--- config.mk ---
export PLATFORM = sky130hd
export DESIGN_NAME = pov_column_scheduler
export DESIGN_NICKNAME = d
export VERILOG_FILES = /design/src/rtl/pov_pkg.sv /design/src/rtl/pov_hall_sync.sv /design/src/rtl/pov_column_scheduler.sv
export SDC_FILE = /design/constraint.sdc
export NUM_CORES = 1
export LEC_CHECK = 0
export BUFFER_PORTS_ARGS = -buffer_cell sky130_fd_sc_hd__buf_2
export CAP_MARGIN = 20
export CORE_MARGIN = 1
export CORE_UTILIZATION = 51
export DETAILED_ROUTE_END_ITERATION = 10
export HOLD_SLACK_MARGIN = 0.06
export PLACE_DENSITY = 0.72
export SKIP_LAST_GASP = 1
export SYNTH_ARGS = -nofsm -noshare
export SYNTH_HDL_FRONTEND = slang
export SYNTH_SLANG_ARGS = --single-unit
--- constraint.sdc ---
create_clock -name CLOCK_50 -period 4.5 [get_ports CLOCK_50]
set_clock_uncertainty 0.15 [all_clocks]
set_input_delay 0.675 -clock CLOCK_50 [delete_from_list [all_inputs] [get_ports CLOCK_50]]
set_output_delay 0.675 -clock CLOCK_50 [all_outputs]
set_load 0.02 [all_outputs]
--- src/rtl/pov_pkg.sv ---
`timescale 1ns/1ps
// pov_pkg: shared state encoding, log2 helper and geometry widths
// for the POV globe column scheduler.
package pov_pkg;

   typedef enum logic [1:0] {
      STATE_IDLE    = 2'd0,
      STATE_MEASURE = 2'd1,
      STATE_RUN     = 2'd2
   } state_t;

   localparam int POV_COLUMNS_DEF     = 64;
   localparam int POV_AMOUNT_LEDS_DEF = 5;

   // Ceiling log2, usable in constant expressions.
   function automatic int pov_log2(input int value);
      int result;
      result = 0;
      for (int i = 0; i < 31; i++) begin
         if ((1 << i) < value) result = i + 1;
      end
      return result;
   endfunction

   // Width of a column index.
   function automatic int pov_col_w(input int columns);
      return pov_log2(columns);
   endfunction

   // Width of a colour-memory base address.
   function automatic int pov_addr_w(input int columns, input int leds);
      return pov_log2(columns * leds);
   endfunction

endpackage

--- src/rtl/pov_hall_sync.sv ---
`timescale 1ns/1ps
// pov_hall_sync: brings the raw hall sensor into CLOCK_50, detects its
// rising edge and rejects edges that arrive before MIN_PERIOD cycles
// of the current revolution have elapsed (magnet bounce / noise).
module pov_hall_sync #(
   parameter int PERIOD_WIDTH = 26,
   parameter int MIN_PERIOD   = 500_000
) (
   input  logic                    CLOCK_50,
   input  logic                    reset_n,
   input  logic                    hall_in,
   input  logic [PERIOD_WIDTH-1:0] period_cnt,
   output logic                    hall_event
);

   localparam logic [PERIOD_WIDTH-1:0] MIN_P = PERIOD_WIDTH'(MIN_PERIOD);

   logic sync_1, sync_2, sync_3;

   // Two-flop synchroniser, edge-history flop and registered debounced event.
   always_ff @(posedge CLOCK_50) begin
      if (!reset_n) begin
         sync_1     <= 1'b0;
         sync_2     <= 1'b0;
         sync_3     <= 1'b0;
         hall_event <= 1'b0;
      end else begin
         sync_1     <= hall_in;
         sync_2     <= sync_1;
         sync_3     <= sync_2;
         hall_event <= sync_2 & ~sync_3 & (period_cnt >= MIN_P);
      end
   end

endmodule

--- src/rtl/pov_column_scheduler.sv ---
`timescale 1ns/1ps
// pov_column_scheduler: measures the globe revolution period from the hall
// pulse and issues one LED-driver frame request per column slot.
// Optional build macro POV_PHASE_OFFSET_EN adds a phase_offset input that
// rotates the image by offsetting the column used for the memory address.
//
// state         | meaning
// STATE_IDLE    | stopped; waiting for a first hall edge
// STATE_MEASURE | one edge seen; timing the first full revolution
// STATE_RUN     | locked; issuing columns on the column timer
module pov_column_scheduler
   import pov_pkg::*;
#(
   parameter int SYSTEM_CLOCK  = 50_000_000,
   parameter int AMOUNT_LEDS   = POV_AMOUNT_LEDS_DEF,
   parameter int COLUMNS       = POV_COLUMNS_DEF,
   parameter int PERIOD_WIDTH  = 26,
   parameter int MIN_PERIOD    = SYSTEM_CLOCK / 100,
   parameter int TIMEOUT_COUNT = SYSTEM_CLOCK
) (
   input  logic                                           CLOCK_50,
   input  logic                                           reset_n,
   input  logic                                           hall_in,
   input  logic                                           driver_busy,
   input  logic                                           driver_done,
`ifdef POV_PHASE_OFFSET_EN
   input  logic [pov_col_w(COLUMNS)-1:0]                  phase_offset,
`endif
   output logic                                           frame_start,
   output logic [pov_addr_w(COLUMNS, AMOUNT_LEDS)-1:0]    frame_base,
   output logic [pov_col_w(COLUMNS)-1:0]                  column_index,
   output logic                                           spinning,
   output logic [PERIOD_WIDTH-1:0]                        rev_period,
   output logic [7:0]                                     overrun_count
);

   localparam int COL_W  = pov_col_w(COLUMNS);
   localparam int ADDR_W = pov_addr_w(COLUMNS, AMOUNT_LEDS);
   localparam logic [COL_W-1:0]        LAST_COL  = COL_W'(COLUMNS - 1);
   localparam logic [PERIOD_WIDTH-1:0] TIMEOUT_P = PERIOD_WIDTH'(TIMEOUT_COUNT);

   state_t                  state_q, state_d;
   logic [PERIOD_WIDTH-1:0] period_cnt, meas_period;
   logic [PERIOD_WIDTH-1:0] col_timer_q, col_timer_d, rev_period_d;
   logic [COL_W-1:0]        column_d, col_addr;
   logic [ADDR_W-1:0]       frame_base_d;
   logic [7:0]              overrun_d;
   logic                    hall_event, want_issue, issue;
   logic                    spinning_d, in_flight_q, in_flight_d;

   // Column spacing minus one; a degenerate zero interval fires every cycle.
   function automatic logic [PERIOD_WIDTH-1:0] timer_load(input logic [PERIOD_WIDTH-1:0] period);
      logic [PERIOD_WIDTH-1:0] interval;
      interval = period >> COL_W;
      return (interval == '0) ? '0 : interval - PERIOD_WIDTH'(1);
   endfunction

   pov_hall_sync #(
      .PERIOD_WIDTH(PERIOD_WIDTH),
      .MIN_PERIOD  (MIN_PERIOD)
   ) u_hall_sync (
      .CLOCK_50  (CLOCK_50),
      .reset_n   (reset_n),
      .hall_in   (hall_in),
      .period_cnt(period_cnt),
      .hall_event(hall_event)
   );

   // The cycle carrying the hall event closes the period, hence the +1.
   assign meas_period = period_cnt + PERIOD_WIDTH'(1);

`ifdef POV_PHASE_OFFSET_EN
   logic [COL_W-1:0] offset_q, offset_d;
   assign offset_d = hall_event ? phase_offset : offset_q;

   // Phase offset is captured once per revolution so the image cannot tear mid-turn.
   always_ff @(posedge CLOCK_50) begin
      if (!reset_n) offset_q <= '0;
      else          offset_q <= offset_d;
   end
`endif

   // Revolution timer: restarts on each accepted hall edge, parks at the timeout value.
   always_ff @(posedge CLOCK_50) begin
      if (!reset_n)                     period_cnt <= '0;
      else if (hall_event)              period_cnt <= '0;
      else if (period_cnt != TIMEOUT_P) period_cnt <= period_cnt + PERIOD_WIDTH'(1);
   end

   // Next-state, column timer and frame-issue decision.
   always_comb begin
      state_d      = state_q;
      col_timer_d  = col_timer_q;
      column_d     = column_index;
      rev_period_d = rev_period;
      spinning_d   = spinning;
      want_issue   = 1'b0;
      case (state_q)
         STATE_IDLE: begin
            if (hall_event) state_d = STATE_MEASURE;
         end
         STATE_MEASURE, STATE_RUN: begin
            if (hall_event) begin
               state_d      = STATE_RUN;
               rev_period_d = meas_period;
               column_d     = '0;
               col_timer_d  = timer_load(meas_period);
               spinning_d   = 1'b1;
               want_issue   = 1'b1;
            end else if (period_cnt == TIMEOUT_P) begin
               state_d    = STATE_IDLE;
               column_d   = '0;
               spinning_d = 1'b0;
            end else if (state_q == STATE_RUN && column_index != LAST_COL) begin
               if (col_timer_q == '0) begin
                  column_d    = column_index + COL_W'(1);
                  col_timer_d = timer_load(rev_period);
                  want_issue  = 1'b1;
               end else begin
                  col_timer_d = col_timer_q - PERIOD_WIDTH'(1);
               end
            end
         end
         default: state_d = STATE_IDLE;
      endcase

      // in_flight is the registered value, so a same-cycle driver_done does not free the slot.
      issue       = want_issue && !in_flight_q && !driver_busy;
      in_flight_d = issue ? 1'b1 : (driver_done ? 1'b0 : in_flight_q);
      overrun_d   = (want_issue && !issue && overrun_count != 8'hFF) ?
                    overrun_count + 8'd1 : overrun_count;
`ifdef POV_PHASE_OFFSET_EN
      col_addr    = column_d + offset_d;
`else
      col_addr    = column_d;
`endif
      frame_base_d = issue ? ADDR_W'(col_addr * AMOUNT_LEDS) : frame_base;
   end

   // State register and registered outputs.
   always_ff @(posedge CLOCK_50) begin
      if (!reset_n) begin
         state_q       <= STATE_IDLE;
         col_timer_q   <= '0;
         column_index  <= '0;
         rev_period    <= '0;
         spinning      <= 1'b0;
         in_flight_q   <= 1'b0;
         frame_start   <= 1'b0;
         frame_base    <= '0;
         overrun_count <= '0;
      end else begin
         state_q       <= state_d;
         col_timer_q   <= col_timer_d;
         column_index  <= column_d;
         rev_period    <= rev_period_d;
         spinning      <= spinning_d;
         in_flight_q   <= in_flight_d;
         frame_start   <= issue;
         frame_base    <= frame_base_d;
         overrun_count <= overrun_d;
      end
   end

endmodule

==> results of run 1 <==
metrics by stage:
| step | utilization [%] | cell area (um2) | setup WS (ns) | cells |
|---|---|---|---|---|
| CTS | 57.5 | 7230 | 0.261 | 1019 |
| floorplan | - | 6540 | 0.724 | 809 |
| global placement | 55.1 | 6920 | 0.470 | 1003 |
| finish | 57.6 | 7230 | 0.447 | 1019 |
| global route | 57.6 | 7230 | 0.142 | 1019 |
| detailed placement | 55.1 | 6920 | 0.282 | 1003 |
per-layer routing:
metal	global-route usage, %	share of wire, %	vias to the layer above
met4	7.10	1.3	0
met5	0	0	-
li1	-	-	2994
met3	4.90	6.3	23
met2	43.1	48	185
met1	36.5	45	2874
state kept, by name, summed over array words and instances, names as in the netlist:
register,flops
overrun_count,8
frame_start,1
u_hall_sync.sync_3,1
u_hall_sync.hall_event,1
u_hall_sync.sync_1,1
period_cnt,26
in_flight_q,1
u_hall_sync.sync_2,1
state_q,2
col_timer_q,26
spinning,1
rev_period,26
frame_base,9
column_index,6
cell families after synthesis:
logic type | after synthesis | share of synthesized area [%]
adder cells (fa/ha/maj) | 19 | 3.75
AO/OA/AOI/OAI | 169 | 17.7
multiplexers | 11 | 1.68
buffers and inverters | 66 | 4.36
AND/OR/NAND/NOR | 354 | 28.2
flip-flops | 110 | 33.7
XOR/XNOR | 80 | 10.7
worst max-delay path by stage:
stage          cells past startpoint  slack [ns]                   startpoint                         end
6_report                          15        0.45  col_timer_q[6]$_SDFFE_PN0P_  frame_base[8]$_SDFFE_PN0P_
5_1_grt                           17        0.14  col_timer_q[6]$_SDFFE_PN0P_  frame_base[7]$_SDFFE_PN0P_
4_1_cts                           17        0.26  col_timer_q[6]$_SDFFE_PN0P_  frame_base[7]$_SDFFE_PN0P_
3_5_place_dp                      15        0.28  col_timer_q[6]$_SDFFE_PN0P_  frame_base[8]$_SDFFE_PN0P_
3_3_place_gp                      17        0.47  col_timer_q[6]$_SDFFE_PN0P_  frame_base[7]$_SDFFE_PN0P_
2_1_floorplan                     17        0.72  col_timer_q[2]$_SDFFE_PN0P_  frame_base[7]$_SDFFE_PN0P_
critical path, stage by stage (launching register included):
cell and delay (ns):
dfxtp_1 0.36, nor4_2 0.49, nand2b_1 0.12, or4_1 0.52, nor3_2 0.35, nand4_1 0.18
xor2_1 0.23, nor2_1 0.10, ha_1 0.32, ha_1 0.29, a21o_1 0.15, a21oi_1 0.22
nor2b_1 0.08, o21ai_0 0.15, o21ai_0 0.09, and2_1 0.16
layout by cell type (no fill, tap or decap), types with 3 or more instances in the layout:
cell,n
mux2i_1,11
xnor2_1,49
a211oi_1,29
o211ai_1,4
ha_1,18
dfxtp_1,110
inv_1,21
nand3_1,29
nor3_1,31
a21o_1,3
o22ai_1,3
xor2_1,31
a21oi_1,30
a31oi_1,9
a221oi_1,3
nand2_1,47
nor2b_1,4
or3_1,9
o31ai_1,8
nor2_1,127
or2_2,5
buf_4,11
nor4_1,16
nand2b_1,5
nor4b_1,4
and4_1,4
and2_1,11
a22oi_1,3
and3_1,8
buf_2,55
or4_1,10
o21ai_0,50
nand4_1,22
a221oi_2,7
clkbuf_16,9
power breakdown:
group / total (W) / internal (W) / leakage [nW] / switching (W)
clock network: 0.000835 / 0.000453 / 0.147 / 0.000382
logic: 0.0000337 / 0.00000934 / 1.98 / 0.0000244
registers: 0.000981 / 0.000976 / 0.887 / 0.00000499
what timing repair did:
action                                  CTS  global route
endpoints found under the setup margin    0             2
setup buffers                             0             0
gates resized for setup                   0             1
hold buffers                              0             0
area by class of cell:
| class | instances | area [um2] |
|---|---|---|
| Fill cell | 1163 | 5330 |
| Multi-Input combinational cell | 633 | 4070 |
| Sequential cell | 110 | 2200 |
| Timing Repair Buffer | 66 | 358 |
| Clock buffer | 11 | 243 |
| Tap cell | 172 | 215 |
| Inverter | 22 | 82.6 |
| Clock inverter | 5 | 63.8 |
==> summary.md, run 1 <==
| Metric | Value |
|---|---|
| Status | `finished clean` |
| Initial drt markers | `approximately 630` |
| Worst VDD drop | `between 0.00015 and 0.0002 V` |
| Post-layout min period | `4.05 ns` |
| # diodes | `0` |
| WL/cell | `16.8 um` |
| Gr usage total | `26.7%` |
| First-pass iteration count of the detailed router | `5` |
| Layout cell share with drive strength beyond 1 | `a little over an eighth` |
| CTS Buffer Depth | `2` |
| Max-cap violations | `0` |
| EDFF count, synth | `0` |
| Distinct cells, synth | `69` |
| Gp weighted congestion | `around 0.87` |
| Hold endpoint | `u_hall_sync.sync_2$_SDFF_PN0_` |
| Clock transition at path regs | `0.08 ns` |
| CP Capture Type | `register` |
| R2R Setup Slk | `between 0.4 and 0.5 ns` |
| Synth warn | `0` |
| Fin crit share | `about nine tenths` |
| Final WL | `between 15000 and 20000 um` |
| Die area | `approximately 13000 um2` |
| Max Clk Rate | `247 MHz` |
| FF-to-FF End | `frame_base[8]$_SDFFE_PN0P_` |
| Sink Count | `110` |
| Post-synthesis async set-or-reset flop share | `0%` |
| Syn Std Cell Area | `roughly 6500 um2` |
| Post-route DRC | `0` |
| Most numerous cell in the Yosys netlist | `nor2_1` |
| Routed Antenna Nets | `0` |
| Critical path required time | `around 4.6 ns` |
| FF-to-FF Start | `col_timer_q[6]$_SDFFE_PN0P_` |
| Vias | `between 6000 and 7000` |
| Total gr overflow | `0` |
| First-pass GRT wire length | `between 20000 and 30000 um` |
| Worst-Skew Late Latency | `0.36 ns` |
| CTS tree | `done` |
| Final hold vios | `0` |
| Synth top cells by count | `nor2_1, dfxtp_1, o21ai_0` |
| Root cell of the clock tree | `clkbuf_16` |
| Syn nets | `roughly 830` |
| Layout Nets | `~870` |
| Setup_tns | `0 ns` |
| Worst Path Arrival | `about 4.2 ns` |
| Top cell type's share of synthesized area | `33.7%` |
| Syn avg cell area | `between 8 and 9 um2` |
| Initial antenna violation count | `0` |
| HP Class | `reg -> reg` |
| Hold Crit Depth | `1` |
| Largest cells by area after synthesis | `dfxtp_1, nor2_1, xnor2_1, xor2_1, o21ai_0` |
| Startpoint Class | `register` |
| Hpwl dp | `roughly 13000 um` |
| RSZ-0062 raised after global routing | `no` |
| Hold WS | `0.289 ns` |
| Crit Path Max Fanout | `6` |
| Area Overhead vs Synth | `10.6%` |
| Core ar. | `12600 um2` |
| CTS buffer count | `9` |
| Largest net degree at the start of global routing | `56` |
| # port buffers | `55` |
| Most used flip-flop cell after synthesis | `dfxtp_1` |
| Register area share after synthesis | `roughly a third` |
| #FFs+latches synth | `between 100 and 150` |
| H-tree depth | `3` |
| Worst R2R Path Depth | `15` |
| Rel. slew slack | `between 40% and 50%` |
| Routed vias/inst | `approximately 6.0` |
| Die Width | `between 100 and 150 um` |
| Num rows | `between 40 and 50` |
| Critical path type | `reg -> reg` |
| Worst-Margin Slew | `0.819 ns` |
| Static Leak | `between 3 and 4 nW` |
| IO Pins | `between 50 and 60` |
| Worst min-delay path startpoint | `u_hall_sync.sync_1$_SDFF_PN0_` |
| Final Max Slew Viols | `0` |
| Syn Inst Count | `roughly 800` |
| Initial Utilization | `52.0%` |
| Die Ht | `between 100 and 150 um` |
| Post-synth top area cell | `dfxtp_1` |
| Vias in the first global route | `approximately 5500` |
| Power Dens Cells | `between 200 and 300 nW/um2` |
| Final setup fails | `0` |
| Power Total | `0.00185 W` |
Power figures use the tool's default switching activity.
==> run 2: changes to the inputs <==
- CORE_ASPECT_RATIO: unset -> 1.4
- CORE_UTILIZATION: 51 -> 46
- PLACE_DENSITY: 0.72 -> 0.66
==> summary.md, run 2 (synthesized netlist as in run 1, its figures left out) <==
| Metric | Value |
|---|---|
| Core ar. | `13900 um2` |
| Final WL | `approximately 17000 um` |
| Internal power | `0.00142 W` |
| Crit. Startpoint | `col_timer_q[6]$_SDFFE_PN0P_` |
| H-tree depth | `3` |
| Total gr overflow | `0` |
| CP cell instances | `nor4_1 -> nand2b_1 -> or4_1 -> nor3_2 -> nand4_1 -> xor2_1 -> nor2_1 -> ha_1 -> ha_1 -> inv_1 -> fa_1 -> inv_1 -> a21o_1 -> a21oi_1 -> xnor2_1 -> mux2i_1 -> nor2_1` |
| Gr usage total | `about a quarter` |
| Worst min-delay path startpoint | `u_hall_sync.sync_1$_SDFF_PN0_` |
| Post-route DRC | `0` |
| Fin crit share | `~90%` |
| Commonest non-fill, non-tap cell in the layout | `nor2_1` |
| Routed vias/inst | `slightly below 6` |
| HP Class | `reg -> reg` |
| First-pass GRT wire length | `28000 um` |
| Static Leak | `3.01 nW` |
| Setup_tns | `0 ns` |
| Registers with the most flip-flops | `col_timer_q (26), period_cnt (26), rev_period (26)` |
| FF-to-FF Start | `col_timer_q[6]$_SDFFE_PN0P_` |
| Sequential share of power | `between 50% and 60%` |
| Crit-path max cell delay | `about 0.54 ns` |
| # port buffers | `55` |
| Num rows | `approximately 50` |
| CTS resizes | `0` |
| Switch Pwr | `between 0.0004 and 0.0005 W` |
| # placed instances | `1016` |
| Crit Path Max Fanout | `6` |
| # diodes | `0` |
| Clock power frac | `between 40% and 50%` |
| CTS buffer count | `9` |
| R2R Setup Slk | `about 0.45 ns` |
| CP Capture Type | `register` |
| Sink Count | `110` |
| Layout cell share with drive strength beyond 1 | `13.2%` |
| Root cell of the clock tree | `clkbuf_16` |
| Initial drt markers | `between 200 and 250` |
| Startpoint Class | `register` |
| Gp weighted congestion | `between 0.8 and 0.9` |
| Commonest cells after routing, fill and taps aside | `nor2_1, dfxtp_1, buf_2` |
| Initial Utilization | `47.0%` |
| Max-cap violations | `0` |
| Clock transition at path regs | `around 0.070 ns` |
| First-pass iteration count of the detailed router | `5` |
| Max Clk Rate | `approximately 250 MHz` |
| Worst path slowest cell | `nor4_1` |
| RSZ-0062 raised after global routing | `no` |
| Worst-Margin Slew | `around 0.96 ns` |
| Die Width | `around 100 um` |
| Hold endpoint | `u_hall_sync.sync_2$_SDFF_PN0_` |
| Sw Share | `a little under a quarter` |
| Post-CTS setup buffer count | `0` |
| Initial antenna violation count | `0` |
| Vias | `roughly 6000` |
| Power Total | `approximately 0.0018 W` |
| Routed Antenna Nets | `0` |
| Worst Path Arrival | `around 4 ns` |
| Worst R2R Path Depth | `17` |
| Layout Nets | `between 800 and 900` |
| WL/cell | `~17 um` |
| Post-layout min period | `4.05 ns` |
| Hold WS | `around 0.28 ns` |
| Die Ht | `between 100 and 150 um` |
| Largest net degree at the start of global routing | `61` |
| Worst-Skew Late Latency | `between 0.3 and 0.4 ns` |
| Combinational power share | `under 10%` |
| Hpwl dp | `approximately 12000 um` |
| Die area | `14700 um2` |
| Final setup fails | `0` |
| CTS tree | `done` |
| FF-to-FF End | `frame_base[7]$_SDFFE_PN0P_` |
| Vias in the first global route | `between 5000 and 6000` |
| Final hold vios | `0` |
| Critical path type | `reg -> reg` |
| Area Overhead vs Synth | `10.7%` |
| Worst VDD drop | `0.000150 V` |
| Hold buffers post-CTS | `0` |
| IO Pins | `56` |
| Power Dens Cells | `between 200 and 300 nW/um2` |
| Final cell count without fillers | `slightly above 1000` |
| Status | `finished clean` |
| Final Max Slew Viols | `0` |
| Critical path required time | `4.57 ns` |
| CTS Buffer Depth | `2` |
| Rel. slew slack | `between 30% and 40%` |
| Hold Crit Depth | `1` |
## run 2: cell count changes in the layout (fill, tap and decap cells not counted)
cell | previous run | this run
clkbuf_8 | 1 | 0
nor4_1 | 16 | 17
nor4_2 | 1 | 0
clkinv_4 | 1 | 4
inv_6 | 2 | 0
## run 2: worst max-delay path: cells and delay by family, from the launching register on
kind	cells	cell delay, ns
buf+inv	2	0.13
compound gates	2	0.18
simple gates	7	1.76
mux	1	0.13
fa+ha+maj	3	0.89
xor+xnor	2	0.31
flops	1	0.35
## run 2: cell type report
type	instances	area, um2
Clock buffer	10	229
Clock inverter	6	72.6
Fill cell	1465	6670
Inverter	22	82.6
Multi-Input combinational cell	633	4060
Sequential cell	110	2200
Tap cell	185	231
Timing Repair Buffer	66	358
## run 2: routing by layer
metal	routed length, um	track usage, %	vias to the layer above
met3	732	2.94	28
li1	-	-	2987
met5	0	0	-
met4	344	10.0	0
met2	8870	43.5	152
met1	7220	28.9	2788
## run 2: worst max-delay path by stage
stage	cells past startpoint	to
floorplan	17	frame_base[7]$_SDFFE_PN0P_
global placement	17	frame_base[7]$_SDFFE_PN0P_
detailed placement	17	frame_base[7]$_SDFFE_PN0P_
CTS	17	frame_base[7]$_SDFFE_PN0P_
global route	17	frame_base[7]$_SDFFE_PN0P_
finish	17	frame_base[7]$_SDFFE_PN0P_
## run 2: power groups by stage
stage	sequential (W)	combinational, W	clock (W)
global route	0.000981	0.0000364	0.000875
finish	0.000980	0.0000334	0.000821
floorplan	0.00100	0.0000232	0
detailed placement	0.00100	0.0000333	0
global placement	0.00100	0.0000330	0
CTS	0.000980	0.0000335	0.000832
## run 2: metrics by stage
step | setup WS (ns) | area [um2] | util, %
2_1_floorplan | 0.724 | 6540 | -
3_3_place_gp | 0.562 | 6940 | 49.9
3_5_place_dp | 0.458 | 6940 | 49.9
4_1_cts | 0.447 | 7240 | 52.0
5_1_grt | 0.0239 | 7240 | 52.0
6_report | 0.454 | 7240 | 52.0
==> run 3: changes to the inputs <==
- SYNTH_HIERARCHICAL: unset -> 1
==> summary.md, run 3 <==
| Metric | Value |
|---|---|
| Vias in the first global route | `around 5700` |
| Post-Synth Adder-Cell Area | `3.82%` |
| First-pass GRT wire length | `approximately 28000 um` |
| Post-synth top area cell | `dfxtp_1` |
| RSZ-0062 raised after global routing | `no` |
| Multiplexer area fraction after synthesis | `around 1.6%` |
| # port buffers | `55` |
| Worst VDD drop | `around 0.00015 V` |
| Most used flip-flop cell after synthesis | `dfxtp_1` |
| Gr usage total | `24.7%` |
| Status | `finished clean` |
| Gp weighted congestion | `between 0.8 and 0.9` |
| Initial antenna violation count | `0` |
| # diodes | `0` |
| Power Dens Cells | `between 200 and 300 nW/um2` |
| Crit Path Max Fanout | `5` |
| Registers with the most flip-flops | `col_timer_q (26), period_cnt (26), rev_period (26)` |
| IO Pins | `56` |
| Die Width | `a little over 100 um` |
| Post-synthesis async set-or-reset flop share | `0%` |
| CTS tree | `done` |
| Critical path type | `reg -> reg` |
| Fin crit share | `between 90 and 100%` |
| Total gr overflow | `0` |
| Worst Path Arrival | `around 4.3 ns` |
| Final cell count without fillers | `1009` |
| Final Max Slew Viols | `0` |
| Clock transition at path regs | `~0.080 ns` |
| Synth Area in Compound Gates | `a little under a fifth` |
| Hpwl dp | `12800 um` |
| Max-cap violations | `0` |
| Critical path required time | `4.56 ns` |
| Routed vias/inst | `5.87` |
| Syn Std Cell Area | `~6400 um2` |
| Root cell of the clock tree | `clkbuf_16` |
| #FFs+latches synth | `110` |
| Routed Antenna Nets | `0` |
| Layout cell share with drive strength beyond 1 | `~14%` |
| Max Clk Rate | `239 MHz` |
| Layout Nets | `846` |
| Post-route DRC | `0` |
| Commonest cells after routing, fill and taps aside | `dfxtp_1, nor2_1, buf_2` |
| Area Overhead vs Synth | `12.6%` |
| Top cell type's share of synthesized area | `about a third` |
| Vias | `between 5000 and 6000` |
| Startpoint Class | `register` |
| Final setup fails | `0` |
| Non-Filler Cell Area, Final | `approximately 7200 um2` |
| Static Leak | `slightly below 3 nW` |
| Worst-Margin Slew | `0.879 ns` |
| Die area | `approximately 14000 um2` |
| Synth warn | `6` |
| Final WL | `between 15000 and 20000 um` |
| Xor and xnor fraction of the mapped netlist area | `10.8%` |
| Register area share after synthesis | `about 34%` |
| Commonest non-fill, non-tap cell in the layout | `dfxtp_1` |
| Initial drt markers | `303` |
| Core ar. | `between 10000 and 15000 um2` |
| Power Total | `0.00184 W` |
| Synth top cells by count | `dfxtp_1, nor2_1, xnor2_1` |
| Setup_tns | `0 ns` |
| Die Ht | `approximately 140 um` |
| Most numerous cell in the Yosys netlist | `dfxtp_1` |
| Rel. slew slack | `41.0%` |
| WL/cell | `approximately 17 um` |
| Cell Area, Placed | `6910 um2` |
| Largest net degree at the start of global routing | `approximately 40` |
| Syn nets | `800` |
| Fin util | `a little over half` |
| Final hold vios | `0` |
| EDFF count, synth | `0` |
| HP Class | `reg -> reg` |
| Worst-Skew Late Latency | `roughly 0.35 ns` |
| Distinct cells, synth | `75` |
| Syn Inst Count | `776` |
| CP Capture Type | `register` |
| CTS Buffer Depth | `2` |
| H-tree depth | `3` |
| Post-layout min period | `4.19 ns` |
| Largest cells by area after synthesis | `dfxtp_1, xnor2_1, nor2_1, xor2_1, a211oi_1` |
| Initial Utilization | `between 40% and 50%` |
| CTS buffer count | `9` |
| Sink Count | `110` |
| Num rows | `50` |
| Syn avg cell area | `8.28 um2` |
| # placed instances | `just under 1000` |
| First-pass iteration count of the detailed router | `5` |
| Post-synthesis simple-gate area fraction | `a little over a quarter` |
| # fillers | `1317` |
| Largest family of logic cells by synthesized area | `simple AND/OR/NAND/NOR gates` |
[run 3: worst paths after layout]
kind | startpoint | end | slack (ns) | cells past startpoint
max | col_timer_q[0]$_SDFFE_PN0P_ | frame_base[7]$_SDFFE_PN0P_ | 0.31 | 14
min | u_hall_sync/sync_3$_SDFF_PN0_ | u_hall_sync/hall_event$_SDFF_PN0_ | 0.24 | 1
max reg2reg | col_timer_q[0]$_SDFFE_PN0P_ | frame_base[7]$_SDFFE_PN0P_ | 0.31 | 14
min reg2reg | u_hall_sync/sync_3$_SDFF_PN0_ | u_hall_sync/hall_event$_SDFF_PN0_ | 0.24 | 1
[run 3: worst max-delay path, stage by stage (launching register included)]
cell and delay, ns:
dfxtp_1 0.33, inv_1 0.08, ha_1 0.19, or4b_1 0.49, or4b_4 0.56, nor4b_4 0.32, o31ai_1 0.14, a22o_1 0.27
ha_1 0.29, ha_1 0.23, fa_1 0.41, a21o_1 0.18, a21oi_1 0.16, xor2_1 0.16, a21oi_1 0.08
[run 3: area by class of cell]
type | count | area (um2) | share of cell area [%]
clock buffer | 9 | 225 | 3.11
clock inverter | 7 | 80.1 | 1.11
inverter | 24 | 90.1 | 1.25
multi-input combinational | 605 | 3990 | 55.1
sequential | 110 | 2200 | 30.4
tap | 182 | 228 | 3.15
timing repair buffer | 72 | 423 | 5.85
[run 3: report_power, final]
part	internal [W]	switching (W)
Combinational	0.00000890	0.0000221
Sequential	0.000976	0.00000404
Clock	0.000439	0.000387
[run 3: per-layer routing]
| layer | GRT usage [%] | part of all wire [%] | vias up |
|---|---|---|---|
| li1 | - | - | 2926 |
| met1 | 31.3 | 45 | 2815 |
| met2 | 40.9 | 48 | 137 |
| met3 | 3.05 | 3.2 | 43 |
| met4 | 12.1 | 3.7 | 0 |
| met5 | 0 | 0 | - |
[run 3: logic make-up after synthesis]
| logic type | after synthesis |
|---|---|
| AND/OR/NAND/NOR | 315 |
| AO/OA/AOI/OAI | 182 |
| XOR/XNOR | 79 |
| adder cells (fa/ha/maj) | 19 |
| multiplexers | 10 |
| flip-flops | 110 |
| buffers and inverters | 61 |
[run 3: timing repair]
item,CTS,global route
hold buffers,0,0
resized for setup,0,3
endpoints found under the setup margin,0,2
setup buffers,0,0
[run 3: per-stage QoR]
step	setup slack, ns	hold slack, ns
5_1_grt	0.0173	0.260
4_1_cts	0.234	0.250
3_5_place_dp	0.230	0.237
2_1_floorplan	0.521	0.225
6_report	0.307	0.245
3_3_place_gp	0.378	0.234
